===== config.mk =====
export PLATFORM = sky130hd
export DESIGN_NAME = mem_access_unit_flat
export DESIGN_NICKNAME = d
export VERILOG_FILES = /design/src/rtl/mem_access_unit_if.sv /design/src/rtl/mem_access_unit.sv /design/src/flat_wrapper.sv
export SDC_FILE = /design/constraint.sdc
export NUM_CORES = 1
export LEC_CHECK = 0
export CELL_PAD_IN_SITES_DETAIL_PLACEMENT = 0
export CELL_PAD_IN_SITES_GLOBAL_PLACEMENT = 2
export CORE_MARGIN = 4
export CORE_UTILIZATION = 28
export CTS_CLUSTER_SIZE = 10
export DETAILED_ROUTE_END_ITERATION = 12
export PLACE_DENSITY = 0.89
export SLEW_MARGIN = 20
export SYNTH_ARGS = -nofsm -noshare
export SYNTH_HDL_FRONTEND = slang
export SYNTH_SLANG_ARGS = --single-unit

===== constraint.sdc =====
create_clock -name clock -period 2 [get_ports clock]
set_input_delay 0.2 -clock clock [delete_from_list [all_inputs] [get_ports clock]]
set_output_delay 0.2 -clock clock [all_outputs]
set_load 0.005 [all_outputs]

===== src/rtl/mem_access_unit_if.sv =====
// Request/response handshake of the core data port plus the beat signals to the data RAM.
// The unit takes the slave view; the core and RAM together take the master view.
interface mem_access_unit_if;
    logic        req_valid;
    logic        req_ready;
    logic        req_we;
    logic [1:0]  req_size;
    logic        req_signed;
    logic [31:0] req_addr;
    logic [31:0] req_wdata;
    logic        resp_valid;
    logic [31:0] resp_rdata;
    logic        resp_err;
    logic [31:0] mem_addr;
    logic [31:0] mem_wdata;
    logic [1:0]  mem_size;
    logic        mem_we;
    logic        mem_re;
    logic [31:0] mem_rdata;

    modport slave (
        input  req_valid, req_we, req_size, req_signed, req_addr, req_wdata, mem_rdata,
        output req_ready, resp_valid, resp_rdata, resp_err,
        output mem_addr, mem_wdata, mem_size, mem_we, mem_re
    );

    modport master (
        output req_valid, req_we, req_size, req_signed, req_addr, req_wdata, mem_rdata,
        input  req_ready, resp_valid, resp_rdata, resp_err,
        input  mem_addr, mem_wdata, mem_size, mem_we, mem_re
    );
endinterface


===== src/rtl/mem_access_unit.sv =====
// Load/store initiator: region check, split of misaligned accesses into aligned RAM beats,
// and sign/zero extension of load data with a one-cycle response pulse.
module mem_access_unit #(
    parameter logic [15:0] MEM_ADDR = 16'h1000
) (
    input logic              clock,
    input logic              reset,
    mem_access_unit_if.slave bus
);
    typedef enum logic [2:0] {StIdle, StRd0, StRd1, StWr, StWrb, StResp} state_e;

    state_e      state_q, state_d;
    logic [31:0] addr_q, wdata_q, w0_q;
    logic [23:0] w1_q;
    logic [1:0]  size_q, idx_q;
    logic        we_q, signed_q, err_q, cross_q, active_q;
    logic [31:0] mem_addr_q, mem_wdata_q;
    logic [1:0]  mem_size_q;

    logic        accept, req_err, req_cross, req_aligned, last_byte;
    logic [31:0] load_word, load_data;
    logic [7:0]  wbyte;

    // Size codes 0/1/3 equal n-1, so off+size > 3 means the access spills into the next word.
    // Leaving the region requires that spill from the last word of the 64 KiB window.
    always_comb begin
        accept      = bus.req_valid && bus.req_ready;
        req_cross   = ({1'b0, bus.req_addr[1:0]} + {1'b0, bus.req_size}) > 3'd3;
        req_err     = (bus.req_size == 2'd2) || (bus.req_addr[31:16] != MEM_ADDR) ||
                      ((&bus.req_addr[15:2]) && req_cross);
        req_aligned = (bus.req_addr[1:0] & bus.req_size) == 2'd0;
        last_byte   = idx_q == size_q;
    end

    always_ff @(posedge clock) begin
        if (!reset) begin
            state_q <= StIdle;
        end else begin
            state_q <= state_d;
        end
    end

    always_comb begin
        state_d = state_q;
        unique case (state_q)
            StIdle: begin
                if (accept) begin
                    if (req_err)           state_d = StResp;
                    else if (!bus.req_we)  state_d = StRd0;
                    else if (req_aligned)  state_d = StWr;
                    else                   state_d = StWrb;
                end
            end
            StRd0:       state_d = cross_q ? StRd1 : StResp;
            StRd1, StWr: state_d = StResp;
            StWrb:       state_d = last_byte ? StResp : StWrb;
            StResp:      state_d = StIdle;
            default:     state_d = StIdle;
        endcase
    end

    always_ff @(posedge clock) begin
        if (!reset) begin
            addr_q      <= '0;
            wdata_q     <= '0;
            size_q      <= '0;
            we_q        <= 1'b0;
            signed_q    <= 1'b0;
            err_q       <= 1'b0;
            cross_q     <= 1'b0;
            idx_q       <= '0;
            w0_q        <= '0;
            w1_q        <= '0;
            active_q    <= 1'b0;
            mem_addr_q  <= '0;
            mem_wdata_q <= '0;
            mem_size_q  <= '0;
        end else begin
            active_q    <= 1'b1;
            mem_addr_q  <= bus.mem_addr;
            mem_wdata_q <= bus.mem_wdata;
            mem_size_q  <= bus.mem_size;
            if (accept) begin
                addr_q   <= bus.req_addr;
                wdata_q  <= bus.req_wdata;
                size_q   <= bus.req_size;
                we_q     <= bus.req_we;
                signed_q <= bus.req_signed;
                err_q    <= req_err;
                cross_q  <= req_cross;
                idx_q    <= '0;
                w1_q     <= '0;
            end
            if (state_q == StRd0) w0_q <= bus.mem_rdata;
            // The top byte of the second word can never land inside a 4-byte result.
            if (state_q == StRd1) w1_q <= bus.mem_rdata[23:0];
            if (state_q == StWrb) idx_q <= idx_q + 2'd1;
        end
    end

    always_comb begin
        case (addr_q[1:0])
            2'd0:    load_word = w0_q;
            2'd1:    load_word = {w1_q[7:0], w0_q[31:8]};
            2'd2:    load_word = {w1_q[15:0], w0_q[31:16]};
            default: load_word = {w1_q[23:0], w0_q[31:24]};
        endcase
        case (size_q)
            2'd0:    load_data = {{24{signed_q & load_word[7]}}, load_word[7:0]};
            2'd1:    load_data = {{16{signed_q & load_word[15]}}, load_word[15:0]};
            default: load_data = load_word;
        endcase
        case (idx_q)
            2'd0:    wbyte = wdata_q[7:0];
            2'd1:    wbyte = wdata_q[15:8];
            2'd2:    wbyte = wdata_q[23:16];
            default: wbyte = wdata_q[31:24];
        endcase
    end

    // Bus outputs hold their previous value whenever no beat is issued.
    always_comb begin
        bus.req_ready  = (state_q == StIdle) && active_q;
        bus.resp_valid = state_q == StResp;
        bus.resp_err   = (state_q == StResp) && err_q;
        bus.resp_rdata = ((state_q == StResp) && !err_q && !we_q) ? load_data : 32'd0;
        bus.mem_re     = 1'b0;
        bus.mem_we     = 1'b0;
        bus.mem_addr   = mem_addr_q;
        bus.mem_wdata  = mem_wdata_q;
        bus.mem_size   = mem_size_q;
        unique case (state_q)
            StRd0: begin
                bus.mem_re   = 1'b1;
                bus.mem_addr = {addr_q[31:2], 2'b00};
                bus.mem_size = 2'd3;
            end
            StRd1: begin
                bus.mem_re   = 1'b1;
                bus.mem_addr = {addr_q[31:2], 2'b00} + 32'd4;
                bus.mem_size = 2'd3;
            end
            StWr: begin
                bus.mem_we    = 1'b1;
                bus.mem_addr  = addr_q;
                bus.mem_size  = size_q;
                bus.mem_wdata = wdata_q;
            end
            StWrb: begin
                bus.mem_we    = 1'b1;
                bus.mem_addr  = addr_q + {30'd0, idx_q};
                bus.mem_size  = 2'd0;
                bus.mem_wdata = {4{wbyte}};
            end
            default: ;
        endcase
    end
endmodule


===== src/flat_wrapper.sv =====
// flat-port wrapper written by rule: the top's interface ports become plain ports
module mem_access_unit_flat 
#(
    parameter logic [15:0] MEM_ADDR = 16'h1000
)
  (clock, reset, bus_req_valid, bus_req_we, bus_req_size, bus_req_signed, bus_req_addr, bus_req_wdata, bus_mem_rdata, bus_req_ready, bus_resp_valid, bus_resp_rdata, bus_resp_err, bus_mem_addr, bus_mem_wdata, bus_mem_size, bus_mem_we, bus_mem_re);
  mem_access_unit_if bus_i ();
  input logic clock;
  input logic reset;
  input wire logic [$bits(bus_i.req_valid)-1:0] bus_req_valid;
  input wire logic [$bits(bus_i.req_we)-1:0] bus_req_we;
  input wire logic [$bits(bus_i.req_size)-1:0] bus_req_size;
  input wire logic [$bits(bus_i.req_signed)-1:0] bus_req_signed;
  input wire logic [$bits(bus_i.req_addr)-1:0] bus_req_addr;
  input wire logic [$bits(bus_i.req_wdata)-1:0] bus_req_wdata;
  input wire logic [$bits(bus_i.mem_rdata)-1:0] bus_mem_rdata;
  output wire logic [$bits(bus_i.req_ready)-1:0] bus_req_ready;
  output wire logic [$bits(bus_i.resp_valid)-1:0] bus_resp_valid;
  output wire logic [$bits(bus_i.resp_rdata)-1:0] bus_resp_rdata;
  output wire logic [$bits(bus_i.resp_err)-1:0] bus_resp_err;
  output wire logic [$bits(bus_i.mem_addr)-1:0] bus_mem_addr;
  output wire logic [$bits(bus_i.mem_wdata)-1:0] bus_mem_wdata;
  output wire logic [$bits(bus_i.mem_size)-1:0] bus_mem_size;
  output wire logic [$bits(bus_i.mem_we)-1:0] bus_mem_we;
  output wire logic [$bits(bus_i.mem_re)-1:0] bus_mem_re;
  assign bus_i.req_valid = bus_req_valid;
  assign bus_i.req_we = bus_req_we;
  assign bus_i.req_size = bus_req_size;
  assign bus_i.req_signed = bus_req_signed;
  assign bus_i.req_addr = bus_req_addr;
  assign bus_i.req_wdata = bus_req_wdata;
  assign bus_i.mem_rdata = bus_mem_rdata;
  assign bus_req_ready = bus_i.req_ready;
  assign bus_resp_valid = bus_i.resp_valid;
  assign bus_resp_rdata = bus_i.resp_rdata;
  assign bus_resp_err = bus_i.resp_err;
  assign bus_mem_addr = bus_i.mem_addr;
  assign bus_mem_wdata = bus_i.mem_wdata;
  assign bus_mem_size = bus_i.mem_size;
  assign bus_mem_we = bus_i.mem_we;
  assign bus_mem_re = bus_i.mem_re;
  mem_access_unit #(.MEM_ADDR(MEM_ADDR)) u_core (.clock(clock), .reset(reset), .bus(bus_i));
endmodule

==> results of run 1 <==
==> power groups by stage <==
| stage | Sequential [W] | Clock (W) | Combinational, W |
|---|---|---|---|
| after floorplan | 0.00470 | 0 | 0.00275 |
| after global placement | 0.00477 | 0 | 0.00562 |
| after detailed placement | 0.00479 | 0 | 0.00568 |
| after CTS | 0.00475 | 0.00355 | 0.00697 |
| after global routing | 0.00485 | 0.00370 | 0.00872 |
| final | 0.00481 | 0.00349 | 0.00828 |
==> repair_timing <==
| action | CTS | global route |
|---|---|---|
| setup buffers | 115 | 69 |
| gates resized for setup | 810 | 425 |
| setup endpoints to repair | 235 | 243 |
| hold buffers | 0 | 0 |
| pin swaps | 130 | 246 |
| cloned | 10 | 14 |
==> how the worst min path moves through the flow <==
| stage | start | depth (start not counted) | to |
|---|---|---|---|
| after floorplan | reset | 0 | u_core.active_q$_DFF_P_ |
| after global placement | u_core.w0_q[6]$_SDFFE_PN0P_ | 2 | u_core.w0_q[6]$_SDFFE_PN0P_ |
| after detailed placement | u_core.w0_q[0]$_SDFFE_PN0P_ | 2 | u_core.w0_q[0]$_SDFFE_PN0P_ |
| after CTS | reset | 1 | u_core.active_q$_DFF_P_ |
| after global routing | reset | 1 | u_core.active_q$_DFF_P_ |
| final | reset | 1 | u_core.active_q$_DFF_P_ |
==> cells by family (layout without fill, tap and decap cells) <==
kind of cell               count (synthesis)  after routing
muxes                                     57             57
xor gates and xnor gates                  11             11
AOI/OAI and AO/OA                        328            328
and+or+nand+nor                          621            621
other                                      0              4
buffers and inverters                    142            641
DFF                                      198            198
adders and majority gates                 13             13
==> critical path, delay by kind of cell (launching register included) <==
family / cells / cell delay (ns)
simple gates: 4 / 1.21
fa+ha+maj: 1 / 0.16
buf+inv: 1 / 0.16
compound gates: 1 / 0.12
flops: 1 / 0.36
==> placed cells by master (no fill, tap or decap), drive strengths merged, types with 25 or more instances in the layout <==
cell type,synthesis,layout
nand3,50,50
nor4,25,25
a21oi,175,175
clkbuf,87,33
buf,36,471
dfxtp,198,198
mux4,32,32
clkdlybuf4s50,0,101
inv,18,28
and2,52,52
a221o,32,32
nor2,78,78
nand2,301,301
==> synthesized netlist by cell type (all sizes together), types with 8 or more instances <==
| cell type | instances | area [µm²] |
|---|---|---|
| nand4 | 23 | 174 |
| a22oi | 10 | 75.1 |
| nor3 | 22 | 110 |
| nand3 | 50 | 250 |
| nand2b | 9 | 63.8 |
| a21oi | 175 | 876 |
| and3 | 18 | 119 |
| nor2 | 78 | 293 |
| ha | 8 | 100 |
| nor2b | 11 | 68.8 |
| o21ai | 18 | 90.1 |
| mux4 | 32 | 721 |
| mux2 | 8 | 90.1 |
| a222oi | 8 | 80.1 |
| a211oi | 11 | 82.6 |
| mux2i | 17 | 170 |
| and2 | 52 | 330 |
| a221o | 32 | 320 |
| dfxtp | 198 | 3960 |
| nand2 | 301 | 1130 |
| clkbuf | 87 | 367 |
| nor4 | 25 | 169 |
| buf | 36 | 218 |
| o21a | 8 | 60.1 |
| or3 | 8 | 51.3 |
| a31oi | 11 | 68.8 |
| inv | 18 | 67.6 |
==> final cells by class <==
class                      instances  area (µm²)  area share (%)
multi-input combinational       1030        8930            44.5
timing repair buffer             590        5820            29.0
sequential                       198        4020            20.0
tap                              518         648            3.23
clock buffer                      19         433            2.16
clock inverter                    13         126           0.630
inverter                          19        81.3           0.405
antenna                            4        10.0          0.0499
==> stage by stage <==
step	setup TNS (ns)	hold WS, ns	area, µm²	std cells	power [W]
final	-66.61	0.125	20100	2391	0.0166
after global routing	-80.25	0.118	20100	2389	0.0173
after CTS	-61.04	0.105	17900	2338	0.0153
after detailed placement	-54.06	0.447	14900	2187	0.0105
after global placement	-50.05	0.439	14900	2187	0.0104
after floorplan	-0.00170	0.228	11000	1370	0.00745
==> sequential cells by signal (all words and copies together), names as in the netlist, 2 cells and up <==
signal,count
u_core.addr_q,32
u_core.mem_addr_q,32
u_core.mem_wdata_q,32
u_core.w0_q,32
u_core.wdata_q,32
u_core.w1_q,24
u_core.state_q,3
u_core.idx_q,2
u_core.mem_size_q,2
u_core.size_q,2
==> layer usage <==
layer / global-route usage [%] / wire length (µm) / part of all wire [%]
met5: 0 / 57 / 0.11
met4: 7.58 / 2030 / 3.8
met3: 5.42 / 4150 / 7.8
met2: 35.8 / 24800 / 47
met1: 29.3 / 22200 / 42
==> metrics.cfg, run 1 <==
[outcome]
status = finished, violations left
violations = negative setup slack

[floorplanning]
dieArea_um2 = 42200
die-width_um = 206
initial_core_util_pct = 28.3
fp.dieH_um = 206
rows = 72
ios = 206
core_area_um2 = 38600

[sta]
period_needed_ns = 2.66
worstMarginPinSlew_ns = 0.543
fin_ws_ns = -0.661
final_hold_viol_count = 0
rsz0062_at_grt = true
setup_violations = 203
maxSlewHeadroom_pct = 63.8
period_share_pct = 133
skew_ns = 0.0147
slew_viol_final = 0
fmax_mhz = 376

[routing]
drc_errors = 0
via_count = 13000
ant_nets = 0
drt-total-wl_um = 53200
drtIter0Drc = 1080
wl_per_cell_um = 22.3
viasPerCell = 5.45
dr.pass1.iters = 6

[synth]
synth_simple_gate_area_share_pct = 27.1
synth-adder-area-share_pct = 1.47
ys_ff_latch = 198
synth_cell_type_count = 84
synthFlopType = dfxtp_1
async_reset_ff_share_pct = 0
synth_top_family_by_area = simple AND/OR/NAND/NOR gates
yosysWarningCount = 0
syn_inst = 1370
synth_nets = 1482
avgSynthCellArea_um2 = 7.98
synth_compound_area_share_pct = 19.3
yosys-mux-area-fraction_pct = 8.98
seq_area_frac_synth_pct = 36.3
synth_edf_count = 0
synth_xor_area_share_pct = 0.882
netlist_area_um2 = 10900

[pwr]
leakage_nw = 7.73
ir_drop_mv = 0.549
combinationalPowerShare_pct = 49.9
p_int_w = 0.0102
power_switching_w = 0.00636
p_sw_share_pct = 38.4
seqPwrFrac_pct = 29.0
clkPwrFrac_pct = 21.0
p_per_area_nw_per_um2 = 826

[critical_path]
path_cells = ha_4 > nand3_4 > or4_4 > or4_4 > and3_4 > o32ai_4 > buf_2
worst-path-max-fanout = 3
start_kind = register
crit_slowest_cell = or4_4
r2r_start = u_core.state_q[1]$_SDFFE_PN0P_
reg2reg_to = u_core.w1_q[10]$_SDFFE_PN0P_
r2r_cells = 13
cp-end-kind = output port
r2r_slack_ns = -0.30
required_ns = 1.80
critPathLaunch = u_core.addr_q[3]$_SDFFE_PN0P_
cp-endpoint = bus_mem_addr[30]
worstSetupPathType = register to output port
worstPathArrival_ns = 2.46
crit_top_cell = or4_4
max_stage_delay_ns = 0.49

[clock_network]
clockBufferDepth = 2
clk_pin_slew_ns = 0.09
clock_latency_ns = 0.46
clock_sinks = 198
cts-buffers-inserted = 17
cts_tree = done
cts_htree_levels = 4
cts_root_buffer = clkbuf_16

[grt]
grt_overflow = 0
grt_pass1_vias = 12500
grt_max_degree = 62
grt_usage_pct = 22.2
antenna_found_initial = 8
grt_pass1_wl_um = 72700

[placement]
port_buffers = 205
dp_hpwl_um = 32800
place_congestion = 0.906
dp_slack_ns = -0.739

[job]
max-cap-violations = 0

[worst_hold_path]
hold_path.class = input pin to register

[finish]
area_growth_pct = 83.6
post-route-util_pct = 51.9
fin_nets = 1968
drive_above_1_share_pct = 54.0
nFillCells = 3353

(Power assumes the default switching activity.)
==> run 2, diff against run 1 <==
--- a/config.mk
+++ b/config.mk
@@ -7,7 +7,7 @@
 export LEC_CHECK = 0
 export CELL_PAD_IN_SITES_DETAIL_PLACEMENT = 0
 export CELL_PAD_IN_SITES_GLOBAL_PLACEMENT = 2
-export CORE_MARGIN = 4
+export CORE_MARGIN = 1
 export CORE_UTILIZATION = 28
 export CTS_CLUSTER_SIZE = 10
 export DETAILED_ROUTE_END_ITERATION = 12
==> run 2 against run 1 <==
  * The run still ends with negative setup slack left
  * Combinational power down 2%
  * Non-clock buffer count up 20
  * Setup slack worse by 0.0040 ns
  * Critical path type unchanged
  * Sequential power about the same
  * Final cell count up 0.54%
  * Critical endpoint unchanged
  * Utilization up 0.83 points
  * Final area about the same
  * Clock skew down 0.00062 ns
==> metrics.cfg, run 2 (synthesis results as in run 1) <==
[routing]
via_count = 13100  ; +0.55%
drtIter0Drc = 903  ; -16%
wl_per_cell_um = 21.7  ; -2.7%
ant_nets = 0  ; unchanged
viasPerCell = 5.45  ; about the same
dr.pass1.iters = 5  ; -1
drt-total-wl_um = 52100  ; -2.2%
drc_errors = 0  ; unchanged

[floorplanning]
core_area_um2 = 38000  ; -1.6%
fp.dieH_um = 200  ; -2.9%
die-width_um = 200  ; -2.9%
dieArea_um2 = 39800  ; -5.8%
rows = 71  ; -1.4%
ios = 206  ; unchanged
initial_core_util_pct = 28.7  ; +0.47 points

[outcome]
status = finished, violations left
violations = negative setup slack

[finish]
fin_nets = 1988  ; +1.0%
post-route-util_pct = 52.7  ; +0.83 points
drive_above_1_share_pct = 53.9  ; about the same
area_growth_pct = 83.5  ; about the same
nFillCells = 3424  ; +2.1%
regArea_um2 = 4030  ; +0.19%
layout_common_cells = nand2_1, buf_4, dfxtp_1
multi_input_area_um2 = 8790  ; -1.5%
instances_no_fill = 2404  ; +0.54%
final_common_cell = nand2_1

[clock_network]
cts_htree_levels = 4  ; unchanged
clockBufferDepth = 2  ; unchanged
cts_root_buffer = clkbuf_16
clock_sinks = 198  ; unchanged
cts_hold_buffers = 0  ; unchanged
clock_latency_ns = 0.47  ; about the same
cts-buffers-inserted = 17  ; unchanged
cts_tree = done
clk_pin_slew_ns = 0.08  ; about the same

[placement]
dp_slack_ns = -0.759  ; -0.0193 ns
dp_hpwl_um = 32600  ; -0.75%
place_inst = 2201  ; +0.64%
place_congestion = 0.928  ; +2.4%
port_buffers = 205  ; unchanged

[grt]
antenna_found_initial = 6  ; -2
grt_pass1_wl_um = 72400  ; -0.34%
grt_usage_pct = 23.9  ; +1.7 points
grt_overflow = 0  ; unchanged
grt_max_degree = 45  ; -27%
grt_pass1_vias = 12500  ; +0.13%

[sta]
skew_ns = 0.0141  ; -0.000618 ns
fmax_mhz = 375  ; -0.15%
fin_ws_ns = -0.665  ; -0.00401 ns
maxSlewHeadroom_pct = 53.0  ; -11 points
worstMarginPinSlew_ns = 0.705  ; +0.162 ns
slew_viol_final = 0  ; unchanged
final_hold_viol_count = 0  ; unchanged
hold_slack_ns = 0.139  ; +0.0141 ns
period_share_pct = 133  ; +0.20 points
setup_violations = 198  ; -2.5%
rsz0062_at_grt = true
period_needed_ns = 2.67  ; +0.00401 ns

[critical_path]
worst-path-max-fanout = 3  ; unchanged
crit_family = simple AND/OR/NAND/NOR gates
start_kind = register
cp.buffers_inverters = 1  ; unchanged
required_ns = 1.80  ; about the same
crit_top_cell = or4_4
crit_slowest_cell = or4_4
cp-end-kind = output port
path_cells = ha_4 > nand3_4 > or4_4 > or4_4 > and3_4 > o32ai_4 > buf_2
max_stage_delay_ns = 0.49  ; about the same
r2r_slack_ns = -0.15  ; +0.15 ns
worstSetupPathType = register to output port
worstPathArrival_ns = 2.47  ; about the same

[pwr]
power_switching_w = 0.00623  ; -2.1%
p_per_area_nw_per_um2 = 823  ; -0.38%
seqPwrFrac_pct = 29.1  ; about the same
combinationalPowerShare_pct = 49.0  ; -0.9 points
p_sw_share_pct = 37.7  ; -0.64 points
clkPwrFrac_pct = 21.8  ; +0.8 points
ir_drop_mv = 0.847  ; +54%
leakage_nw = 7.81  ; +1.1%
p_int_w = 0.0103  ; +0.61%
power_w = 0.0165  ; -0.42%

[worst_hold_path]
hold_path.class = input pin to register

[job]
max-cap-violations = 0  ; unchanged

## run 2: changes by cell type in the layout (fill, tap and decap cells not counted), sizes merged
cell / before / now
dlymetal6s2s: 0 / 1
bufinv: 0 / 1
clkinvlp: 0 / 1
inv: 28 / 22
clkinv: 4 / 9
buf: 471 / 495
clkbuf: 33 / 28
bufbuf: 2 / 1
## run 2: through the flow
| stage | TNS, ns | area [µm²] |
|---|---|---|
| floorplan | -0.00170 | 11000 |
| global placement | -50.59 | 15000 |
| detailed placement | -53.79 | 15000 |
| CTS | -43.98 | 17700 |
| global route | -67.29 | 20100 |
| finish | -54.60 | 20100 |
## run 2: layout make-up
cell class | count | share of cell area, %
Clock inverter | 14 | 0.817
Tap cell | 511 | 3.19
Timing Repair Buffer | 610 | 29.4
Clock buffer | 18 | 2.14
Multi-Input combinational cell | 1030 | 43.8
Inverter | 19 | 0.480
Antenna cell | 4 | 0.0499
Sequential cell | 198 | 20.1
## run 2: worst reg2reg max path: cells and delay by family (launching register included)
kind / cells / cell delay, ns
buffers and inverters: 7 / 1.02
AOI/OAI and AO/OA: 1 / 0.05
and+or+nand+nor: 4 / 0.63
DFF: 1 / 0.36
## run 2: path summary, 6_finish.rpt
| path | cells after the start | endpoint | start |
|---|---|---|---|
| max | 7 | bus_mem_addr[30] | u_core.addr_q[2]$_SDFFE_PN0P_ |
| min | 2 | u_core.mem_addr_q[11]$_SDFF_PN0_ | reset |
| max reg2reg | 12 | u_core.w1_q[1]$_SDFFE_PN0P_ | u_core.state_q[0]$_SDFFE_PN0P_ |
| min reg2reg | 2 | u_core.w0_q[0]$_SDFFE_PN0P_ | u_core.w0_q[0]$_SDFFE_PN0P_ |
## run 2: layer usage
layer / global-route usage, % / vias to the layer above / share of wire [%]
met1: 30.5 / 6518 / 41
met4: 9.33 / 4 / 3.8
li1: - / 5948 / -
met5: 0 / - / 0.048
met2: 38.6 / 511 / 48
met3: 5.82 / 123 / 7.2
## run 2: timing repair
item / in CTS / in global routing
setup buffers: 111 / 68
pin swaps: 109 / 235
gates cloned: 4 / 14
gates resized for setup: 789 / 430
endpoints found under the setup margin: 179 / 229
## run 2: power by group through the flow
stage / Sequential [W] / Clock (W) / Combinational, W
after floorplan: 0.00470 / 0 / 0.00275
after global placement: 0.00478 / 0 / 0.00564
after detailed placement: 0.00480 / 0 / 0.00569
after CTS: 0.00475 / 0.00366 / 0.00666
after global routing: 0.00485 / 0.00383 / 0.00856
final: 0.00481 / 0.00361 / 0.00810
==> run 3, diff against run 2 <==
--- a/config.mk
+++ b/config.mk
@@ -9,6 +9,7 @@
 export CELL_PAD_IN_SITES_GLOBAL_PLACEMENT = 2
 export CORE_MARGIN = 1
 export CORE_UTILIZATION = 28
+export CTS_BUF_LIST = sky130_fd_sc_hd__clkbuf_8
 export CTS_CLUSTER_SIZE = 10
 export DETAILED_ROUTE_END_ITERATION = 12
 export PLACE_DENSITY = 0.89
==> constraint.sdc (replaced) <==
create_clock -name clock -period 2 [get_ports clock]
set_input_delay 0.2 -clock clock [delete_from_list [all_inputs] [get_ports clock]]
set_output_delay 0.2 -clock clock [all_outputs]
set_load 0.02 [all_outputs]
==> run 3 against run 2 <==
  * The flow still finishes with violations (negative setup slack)
  * Clock power fell by 22%
  * Setup slack got worse by 0.091 ns
  * Global-route usage fell by 0.53 points
  * Final cell count fell by 1.7%
  * Non-clock buffer count fell by 40
  * Register-to-register slack got worse by 0.08 ns
  * Sequential share of layout area rose by 1.8 points
  * First-iteration DRC count rose by 7.4%
  * Total power fell by 5.8%
  * Count of clock-buffer cells in the layout fell by 1
  * Clock skew rose by 0.0071 ns
  * Combinational power fell by 1%
  * Critical path type unchanged
  * Largest cell class unchanged
  * Highest routed layer unchanged
==> metrics.cfg, run 3 (synthesis results as in run 1) <==
[outcome]
status = finished, violations left
violations = negative setup slack

[sta]
worstMarginPinSlew_ns = 0.641  ; -0.0638 ns
fin_ws_ns = -0.756  ; -0.0907 ns
setup_violations = 110  ; -44%
tns_ns = -58.14  ; -3.54 ns
slew_viol_final = 0  ; unchanged
maxSlewHeadroom_pct = 57.3  ; +4.3 points
period_needed_ns = 2.76  ; +0.0907 ns
final_hold_viol_count = 0  ; unchanged
fmax_mhz = 363  ; -3.3%
skew_ns = 0.0211  ; +0.00707 ns
period_share_pct = 138  ; +4.5 points
rsz0062_at_grt = true

[floorplanning]
core_area_um2 = 38000  ; unchanged
die-width_um = 200  ; unchanged
rows = 71  ; unchanged
fp.dieH_um = 200  ; unchanged
dieArea_um2 = 39800  ; unchanged
initial_core_util_pct = 28.7  ; unchanged
ios = 206  ; unchanged

[critical_path]
path_cells = nand4_4 > or3_1 > o311a_1 > a311o_1 > o32ai_4 > buf_6
critPathLaunch = u_core.addr_q[21]$_SDFFE_PN0P_
crit_family = compound AO/OA/AOI/OAI gates
worstSetupPathType = register to output port
required_ns = 1.80  ; about the same
cp-end-kind = output port
crit_slowest_cell = or3_1
cp.buffers_inverters = 1  ; unchanged
max_stage_delay_ns = 0.41  ; -0.08 ns
start_kind = register
r2r_start = u_core.idx_q[0]$_SDFFE_PN0P_
worst-path-max-fanout = 3  ; unchanged
worstPathArrival_ns = 2.56  ; +0.09 ns

[finish]
regArea_um2 = 4020  ; -0.19%
nFillCells = 3599  ; +5.1%
final_common_cell = nand2_1
instances_no_fill = 2364  ; -1.7%
layout_common_cells = nand2_1, buf_4, dfxtp_1
fin_nets = 1948  ; -2.0%
area_growth_pct = 68.4
drive_above_1_share_pct = 42.9  ; -11 points
multi_input_area_um2 = 7750  ; -12%
post-route-util_pct = 48.4  ; -4.4 points

[grt]
grt_pass1_vias = 12200  ; -2.6%
grt_usage_pct = 23.4  ; -0.53 points
grt_overflow = 0  ; unchanged
grt_max_degree = 54  ; +20%
antenna_found_initial = 8  ; +2
grt_pass1_wl_um = 70700  ; -2.3%

[routing]
viasPerCell = 5.30  ; -2.8%
wl_per_cell_um = 20.1  ; -7.0%
drc_errors = 0  ; unchanged
drt-total-wl_um = 47600  ; -8.5%
ant_nets = 0  ; unchanged
dr.pass1.iters = 5  ; unchanged
via_count = 12500  ; -4.4%
drtIter0Drc = 970  ; +7.4%

[worst_hold_path]
min_from = reset
hold_path.class = input pin to register

[clock_network]
cts_root_buffer = clkbuf_8
clock_sinks = 198  ; unchanged
cts_htree_levels = 4  ; unchanged
clock_latency_ns = 0.52  ; +0.05 ns
cts-buffers-inserted = 17  ; unchanged
clockBufferDepth = 2  ; unchanged
cts_tree = done
clk_pin_slew_ns = 0.13  ; +0.05 ns

[pwr]
ir_drop_mv = 0.572  ; -32%
power_w = 0.0156  ; -5.8%
p_sw_share_pct = 40.6  ; +2.9 points
seqPwrFrac_pct = 30.7  ; +1.6 points
power_switching_w = 0.00631  ; +1.3%
leakage_nw = 7.02  ; -10%
clkPwrFrac_pct = 18.0  ; -3.8 points
combinationalPowerShare_pct = 51.3  ; +2.3 points
p_int_w = 0.00924  ; -10%
p_per_area_nw_per_um2 = 845  ; +2.7%

[placement]
dp_slack_ns = -0.744  ; +0.0143 ns
place_inst = 2220  ; +0.86%
place_congestion = 0.951  ; +2.5%
dp_hpwl_um = 32600  ; +0.17%
port_buffers = 205  ; unchanged

[job]
max-cap-violations = 0  ; unchanged

-- run 3: changes by cell type in the layout (fill, tap and decap cells not counted), moves of 8 or more --
cell,change
buf_4,+38
nand3_4,-10
a21oi_2,-82
buf_2,-60
buf_12,-12
nand2_1,+62
nand2_4,-54
a21oi_4,+8
nand3_1,+25
nand3_2,-15
a21oi_1,+74
clkbuf_8,+17
clkbuf_16,-23
-- run 3: metal layers --
layer  vias to the layer above  GRT usage, %  wire, µm
met2                       493          37.6     22400
met4                         8          7.66      1230
met5                         -             0        49
li1                       5848             -         -
met1                      6098          30.6     20300
met3                        83          5.52      3640
-- run 3: per-stage QoR --
stage	instance area, µm²	hold WS [ns]
after floorplan	11100	0.228
after global placement	15300	0.440
after detailed placement	15300	0.449
after CTS	17300	0.0838
after global routing	18400	0.0878
final	18400	0.107
-- run 3: path summary, 6_finish.rpt --
kind | endpoint | slack [ns] | cells after the start
max | bus_mem_addr[30] | -0.76 | 6
max reg2reg | u_core.mem_addr_q[8]$_SDFF_PN0_ | -0.23 | 11
min | u_core.active_q$_DFF_P_ | 0.11 | 2
min reg2reg | u_core.w0_q[1]$_SDFFE_PN0P_ | 0.46 | 2
-- run 3: timing repair --
item / in CTS / in global routing
pin swaps: 57 / 69
endpoints found under the hold margin: 0 / 0
hold buffers: 0 / 0
endpoints found under the setup margin: 224 / 133
cloned: 5 / 3
gates resized for setup: 741 / 214
setup buffers: 63 / 56
-- run 3: power groups by stage --
stage                     clock network [W]  logic, W  registers [W]
after floorplan                           0   0.00342        0.00470
after detailed placement                  0   0.00644        0.00481
final                               0.00280   0.00798        0.00478
after global routing                0.00301   0.00846        0.00483
after CTS                           0.00286   0.00725        0.00475
after global placement                    0   0.00639        0.00478
-- run 3: worst reg2reg max path, stage by stage, from the launching register on --
cell and delay, ns:
dfxtp_4 0.39, ha_4 0.17, fa_2 0.43, buf_4 0.17, buf_6 0.11, buf_12 0.13
nand4_1 0.08, nor3b_2 0.18, o32ai_2 0.11, buf_4 0.15, buf_4 0.12, and2_1 0.14
-- run 3: layout make-up --
class                           instances  share of cell area [%]
Clock buffer                           17                    1.27
Clock inverter                         15                    1.07
Sequential cell                       198                    21.9
Tap cell                              511                    3.48
Antenna cell                            4                  0.0544
Multi-Input combinational cell       1030                    42.1
Timing Repair Buffer                  570                    29.7
Inverter                               19                   0.442
